### config.mk
export PLATFORM = sky130hd
export DESIGN_NAME = hazard_ctrl
export DESIGN_NICKNAME = d
export VERILOG_FILES = /design/src/rtl/hazard_ctrl_pkg.sv /design/src/rtl/hazard_ctrl_load_use.sv /design/src/rtl/hazard_ctrl.sv
export SDC_FILE = /design/constraint.sdc
export NUM_CORES = 1
export LEC_CHECK = 0
export CAP_MARGIN = 25
export CORE_UTILIZATION = 30
export CTS_BUF_LIST = sky130_fd_sc_hd__clkbuf_16
export DETAILED_ROUTE_END_ITERATION = 12
export GPL_ROUTABILITY_DRIVEN = 0
export HOLD_SLACK_MARGIN = 0.02
export SYNTH_ARGS = -nofsm -noshare
export SYNTH_HDL_FRONTEND = slang
export SYNTH_HIERARCHICAL = 1
export SYNTH_SLANG_ARGS = --single-unit
### constraint.sdc
create_clock -name CLOCK -period 4.4 [get_ports CLOCK]
set_clock_uncertainty 0.1 [all_clocks]
set_input_delay 0.88 -clock CLOCK [delete_from_list [all_inputs] [get_ports CLOCK]]
set_output_delay 0.88 -clock CLOCK [all_outputs]
set_load 0.005 [all_outputs]
### src/rtl/hazard_ctrl_pkg.sv
// rtl/hazard_ctrl_pkg.sv - shared pipeline hazard types, state encodings and default cycle counts
package hazard_ctrl_pkg;

    typedef enum logic [1:0] {
        ST_INIT   = 2'd0,
        ST_RUN    = 2'd1,
        ST_DRAIN  = 2'd2,
        ST_HALTED = 2'd3
    } hz_state_t;

    typedef struct packed {
        logic pc_we;
        logic ifid_we;
        logic ifid_flush;
        logic idex_flush;
        logic exmem_flush;
    } hz_ctrl_t;

    localparam int          DEF_INIT_CYCLES  = 4;
    localparam int          DEF_DRAIN_CYCLES = 4;
    localparam logic [15:0] CNT_MAX          = 16'hFFFF;

    function automatic logic [15:0] sat_inc(input logic [15:0] v);
        return (v == CNT_MAX) ? v : v + 16'd1;
    endfunction

endpackage

### src/rtl/hazard_ctrl_load_use.sv
// rtl/hazard_ctrl_load_use.sv - load-use comparator between the EX load and ID source registers
module load_use_detect (
    input  logic       ex_mem2reg,
    input  logic       ex_regwrite,
    input  logic [4:0] ex_dst,
    input  logic [4:0] id_rs,
    input  logic [4:0] id_rt,
    input  logic       id_uses_rs,
    input  logic       id_uses_rt,
    output logic       load_use
);

    logic hit_rs;
    logic hit_rt;

    // $0 is hardwired, so a non-zero destination also keeps ID reads of $0 from matching
    assign hit_rs   = id_uses_rs && (ex_dst == id_rs);
    assign hit_rt   = id_uses_rt && (ex_dst == id_rt);
    assign load_use = ex_mem2reg && ex_regwrite && (ex_dst != 5'd0) && (hit_rs || hit_rt);

endmodule

### src/rtl/hazard_ctrl.sv
// rtl/hazard_ctrl.sv - pipeline hazard, flush and halt/drain control with performance counters
module hazard_ctrl
    import hazard_ctrl_pkg::*;
#(
    parameter int INIT_CYCLES  = DEF_INIT_CYCLES,
    parameter int DRAIN_CYCLES = DEF_DRAIN_CYCLES
) (
    input  logic        CLOCK,
    input  logic        RESET,
    input  logic [4:0]  ID_RSAddr,
    input  logic [4:0]  ID_RTAddr,
    input  logic        ID_UsesRS,
    input  logic        ID_UsesRT,
    input  logic        EX_Mem2RegSEL,
    input  logic        EX_RegWriteEN,
    input  logic [4:0]  EX_DstAddr,
    input  logic        BranchTaken,
    input  logic        HaltReq,
    input  logic        ResumeReq,
    output logic        PCWriteEN,
    output logic        IFID_WriteEN,
    output logic        IFID_Flush,
    output logic        IDEX_Flush,
    output logic        EXMEM_Flush,
    output logic [1:0]  State,
    output logic [15:0] StallCount,
    output logic [15:0] FlushCount
);

    localparam logic [15:0] INIT_LOAD  = 16'(INIT_CYCLES);
    localparam logic [15:0] DRAIN_LOAD = 16'(DRAIN_CYCLES);

    hz_state_t   state_q;
    hz_state_t   state_d;
    logic [15:0] init_cnt;
    logic [15:0] drain_cnt;
    logic        load_use;
    logic        active;
    logic        stall_evt;
    logic        flush_evt;
    hz_ctrl_t    ctrl;

    load_use_detect u_load_use_detect (
        .ex_mem2reg  (EX_Mem2RegSEL),
        .ex_regwrite (EX_RegWriteEN),
        .ex_dst      (EX_DstAddr),
        .id_rs       (ID_RSAddr),
        .id_rt       (ID_RTAddr),
        .id_uses_rs  (ID_UsesRS),
        .id_uses_rt  (ID_UsesRT),
        .load_use    (load_use)
    );

    always_ff @(posedge CLOCK or posedge RESET) begin
        if (RESET) begin
            state_q <= ST_INIT;
        end else begin
            state_q <= state_d;
        end
    end

    always_ff @(posedge CLOCK or posedge RESET) begin
        if (RESET) begin
            init_cnt  <= INIT_LOAD;
            drain_cnt <= 16'd0;
        end else begin
            if (state_q == ST_INIT && init_cnt != 16'd0) begin
                init_cnt <= init_cnt - 16'd1;
            end
            if (state_q == ST_RUN && state_d == ST_DRAIN) begin
                drain_cnt <= DRAIN_LOAD;
            end else if (state_q == ST_DRAIN && drain_cnt != 16'd0) begin
                drain_cnt <= drain_cnt - 16'd1;
            end
        end
    end

    always_comb begin
        state_d = state_q;
        case (state_q)
            ST_INIT:   if (init_cnt <= 16'd1) state_d = ST_RUN;
            ST_RUN:    if (HaltReq && !BranchTaken) state_d = ST_DRAIN;
            ST_DRAIN:  if (drain_cnt <= 16'd1) state_d = ST_HALTED;
            ST_HALTED: if (ResumeReq) state_d = ST_RUN;
            default:   state_d = ST_INIT;
        endcase
    end

    always_comb begin
        ctrl = '{pc_we: 1'b0, ifid_we: 1'b0, ifid_flush: 1'b1, idex_flush: 1'b1, exmem_flush: 1'b1};
        case (state_q)
            ST_RUN: begin
                if (BranchTaken) begin
                    ctrl = '{pc_we: 1'b1, ifid_we: 1'b1, ifid_flush: 1'b1, idex_flush: 1'b1, exmem_flush: 1'b1};
                end else if (load_use) begin
                    ctrl = '{pc_we: 1'b0, ifid_we: 1'b0, ifid_flush: 1'b0, idex_flush: 1'b1, exmem_flush: 1'b0};
                end else begin
                    ctrl = '{pc_we: 1'b1, ifid_we: 1'b1, ifid_flush: 1'b0, idex_flush: 1'b0, exmem_flush: 1'b0};
                end
            end
            ST_DRAIN: begin
                ctrl.pc_we       = BranchTaken;
                ctrl.ifid_we     = 1'b0;
                ctrl.ifid_flush  = 1'b1;
                ctrl.idex_flush  = BranchTaken || load_use;
                ctrl.exmem_flush = BranchTaken;
            end
            default: ;
        endcase
    end

    // A branch flush swallows the stalled instruction, so it is not counted as a stall
    assign active    = (state_q == ST_RUN) || (state_q == ST_DRAIN);
    assign stall_evt = active && load_use && !BranchTaken;
    assign flush_evt = active && BranchTaken;

    always_ff @(posedge CLOCK or posedge RESET) begin
        if (RESET) begin
            StallCount <= 16'd0;
            FlushCount <= 16'd0;
        end else begin
            if (stall_evt) StallCount <= sat_inc(StallCount);
            if (flush_evt) FlushCount <= sat_inc(FlushCount);
        end
    end

    assign State        = state_q;
    assign PCWriteEN    = ctrl.pc_we;
    assign IFID_WriteEN = ctrl.ifid_we;
    assign IFID_Flush   = ctrl.ifid_flush;
    assign IDEX_Flush   = ctrl.idex_flush;
    assign EXMEM_Flush  = ctrl.exmem_flush;

endmodule
==> results.ini <==
[status]
outcome=finished with violations
violations=DRC

[final_layout]
nFillCells=1136
final_util=0.4030
final_area_mm2=0.004661
finalNetCount=459
n_antenna_cell=0
layout.cells.non_filler=572
final_layout_size_suffix_gt1_frac=0.06993
area_delta_synth_final_pct=29.34

[timing]
finalSetupViolations=0
report.final.slew_viol_count=0
worst_slew_pin_slew_ps=632.1
timing.final.crit_period_ps=4152
fmax_ghz=0.2408
rsz0062_at_grt=no
slew_headroom=0.5758
fin_setup_tns_ps=0
hold_viol_final=0
final.setup.worst_slack_ps=248.0
fin_crit_sh=0.9436
holdWs_ps=363.4

[clock_network]
clkSinkCount=66
insertion_delay_ps=330
cts_buffers=9
postCtsSetupBuffers=0
cts_resized=0
cts_tree=done
hold_buffers=0
clkTransAtPathRegs_ps=50
htreeDepth=3
cts_root_buffer=clkbuf_16
cts_buffer_depth=2

[power]
power.leakage_nw=2.152
switching_share=0.3519
finalPower_mw=2.367
p_int_mw=1.534
p_clk_frac=0.289
peakVddDrop_mv=0.2663
p_comb_frac=0.360
p_seq_frac=0.351
power_density_mw_per_mm2=507.9
power_switching_mw=0.8331

[placement]
place_ws_ps=233.1
portBuffers=62
dpl_cell_area_mm2=0.004374
dpl.hpwl_mm=5.724
placed_cells=556

[grt]
track_usage=0.1390
grt_pass1_wl_mm=13.87
grt_max_degree=38
overflow=0
antenna_found_initial=0
grt_pass1_vias=2919

[synth]
synth_area_leaders=dfrtp_1 (45%), xor2_1 (9.5%), xnor2_1 (7.0%)
synth_edf_count=0
synth_ff_type=dfrtp_1
netlist_instances=356
synth_cell_types=55
syn-num-nets=391
yosys_warnings=6
synth.largest_area_cell=dfrtp_1
synth_top_area_share=0.4514
avgSynthCellArea_um2=10.12
syn_area_mm2=0.003603
synthArstFlopShare=1.000
ys_seq_area_frac=0.4587
synth_seq_cells=66

[die]
rows=39
dieArea_mm2=0.01245
die_x_um=111.6
core-area_mm2=0.01156
ioPinCount=63
start_util=0.3116
fp.dieH_um=111.6

[route]
remaining_drc_errors=2
vias_per_cell=5.012
first_iter_violations=170
wire_per_inst_um=13.94
antenna_left=0
dr.pass1.iters=8
wl_mm=7.971
vias=2867

[worst_setup_path]
arrival_ps=3170
critPathKind=primary input to output port
cp-end-kind=output port
worstPathRequired_ps=3420
cp_max_fo=3
start_kind=primary input

[job]
maxCapViolCount=0

[hold_path]
hp-class=flop to flop

-- area by class of cell --
| cell class | instances | area (um2) | share of cell area |
|---|---|---|---|
| inverters | 18 | 67.56 | 0.01450 |
| flip-flops and latches | 66 | 1653 | 0.3546 |
| well taps | 143 | 178.9 | 0.03839 |
| repair buffers | 64 | 635.6 | 0.1364 |
| clock buffers | 9 | 225.2 | 0.04832 |
| clock inverters | 7 | 61.31 | 0.01315 |
| multi-input cells | 265 | 1839 | 0.3946 |
-- path summary, 6_finish.rpt --
path                                     from             to  slack (ps)  depth (start not counted)
worst max-delay path            EX_DstAddr[4]      PCWriteEN         250                          9
worst min-delay path             init_cnt[12]   init_cnt[12]         360                          1
worst max register to register       State[0]  drain_cnt[11]        1700                          7
worst min register to register   init_cnt[12]   init_cnt[12]         360                          1
max in group asynchronous               RESET    init_cnt[2]        2410                          3
min in group asynchronous               RESET  FlushCount[7]         840                          2
-- cell families after synthesis --
logic type / Yosys count / synth area share
AND/OR/NAND/NOR: 138 / 0.2066
XOR/XNOR: 68 / 0.1653
flip-flops: 66 / 0.4587
AO/OA/AOI/OAI: 47 / 0.09723
buffers and inverters: 25 / 0.03090
adder cells (fa/ha/maj): 11 / 0.03819
multiplexers: 1 / 0.003125
-- state kept, by name, indices dropped and copies added (netlist names) --
register,cells
FlushCount,16
StallCount,16
drain_cnt,16
init_cnt,16
State,2
-- cell usage in the layout (no fill, tap or decap), types with 2 or more instances in the layout --
cell type / n
clkdlybuf4s50_1: 62
dfrtp_1: 65
and4_1: 2
or2_2: 3
and3_1: 6
nand4_1: 6
clkbuf_16: 9
buf_4: 2
or3_1: 8
nor4_1: 9
nand2_1: 22
clkinv_1: 2
clkinvlp_4: 2
inv_1: 18
nor3_1: 20
ha_1: 11
o211ai_1: 2
xnor2_1: 29
nor4b_1: 3
or4_1: 7
o211ai_2: 2
a311oi_1: 2
nor2_1: 24
nand2b_1: 3
a21oi_1: 17
o21ai_0: 5
nand3_1: 16
xor2_1: 39
or4_4: 2
-- cells in the mapped netlist (all sizes together) (2+ instances only) --
library cell and n:
dfrtp 65, xor2 39, xnor2 29, nor2 24, nand2 22, nor3 20
inv 18, a21oi 17, nand3 16, ha 11, or4 10, nor4 9
or3 9, and3 6, nand4 6, o21ai 6, buf 4, o211ai 4
clkbuf 3, nand2b 3, nor4b 3, or2 3, a311oi 2, and4 2
o21a 2
-- power groups by stage --
stage | Clock [mW] | Combinational (mW) | Sequential, mW
2_1_floorplan | 0 | 0.547 | 0.809
3_3_place_gp | 0 | 0.840 | 0.838
3_5_place_dp | 0 | 0.852 | 0.839
4_1_cts | 0.702 | 0.860 | 0.830
5_1_grt | 0.722 | 0.966 | 0.847
6_report | 0.685 | 0.852 | 0.831
-- metal layers --
metal	global-route usage	vias to the layer above	wire length, um
li1	-	1406	-
met1	0.1875	1392	3893
met2	0.2075	57	3547
met3	0.02885	12	338
met4	0.07838	0	191
met5	0	-	0
-- critical path: stages --
cell and delay (ps):
clkdlybuf4s50_1 460, xor2_1 190, nor4_1 290, nand3_1 110, a21oi_1 270, nand2b_1 140
and3_1 220, a21o_1 160, clkdlybuf4s50_1 450
Note: power is estimated with default switching activity, not from simulation.
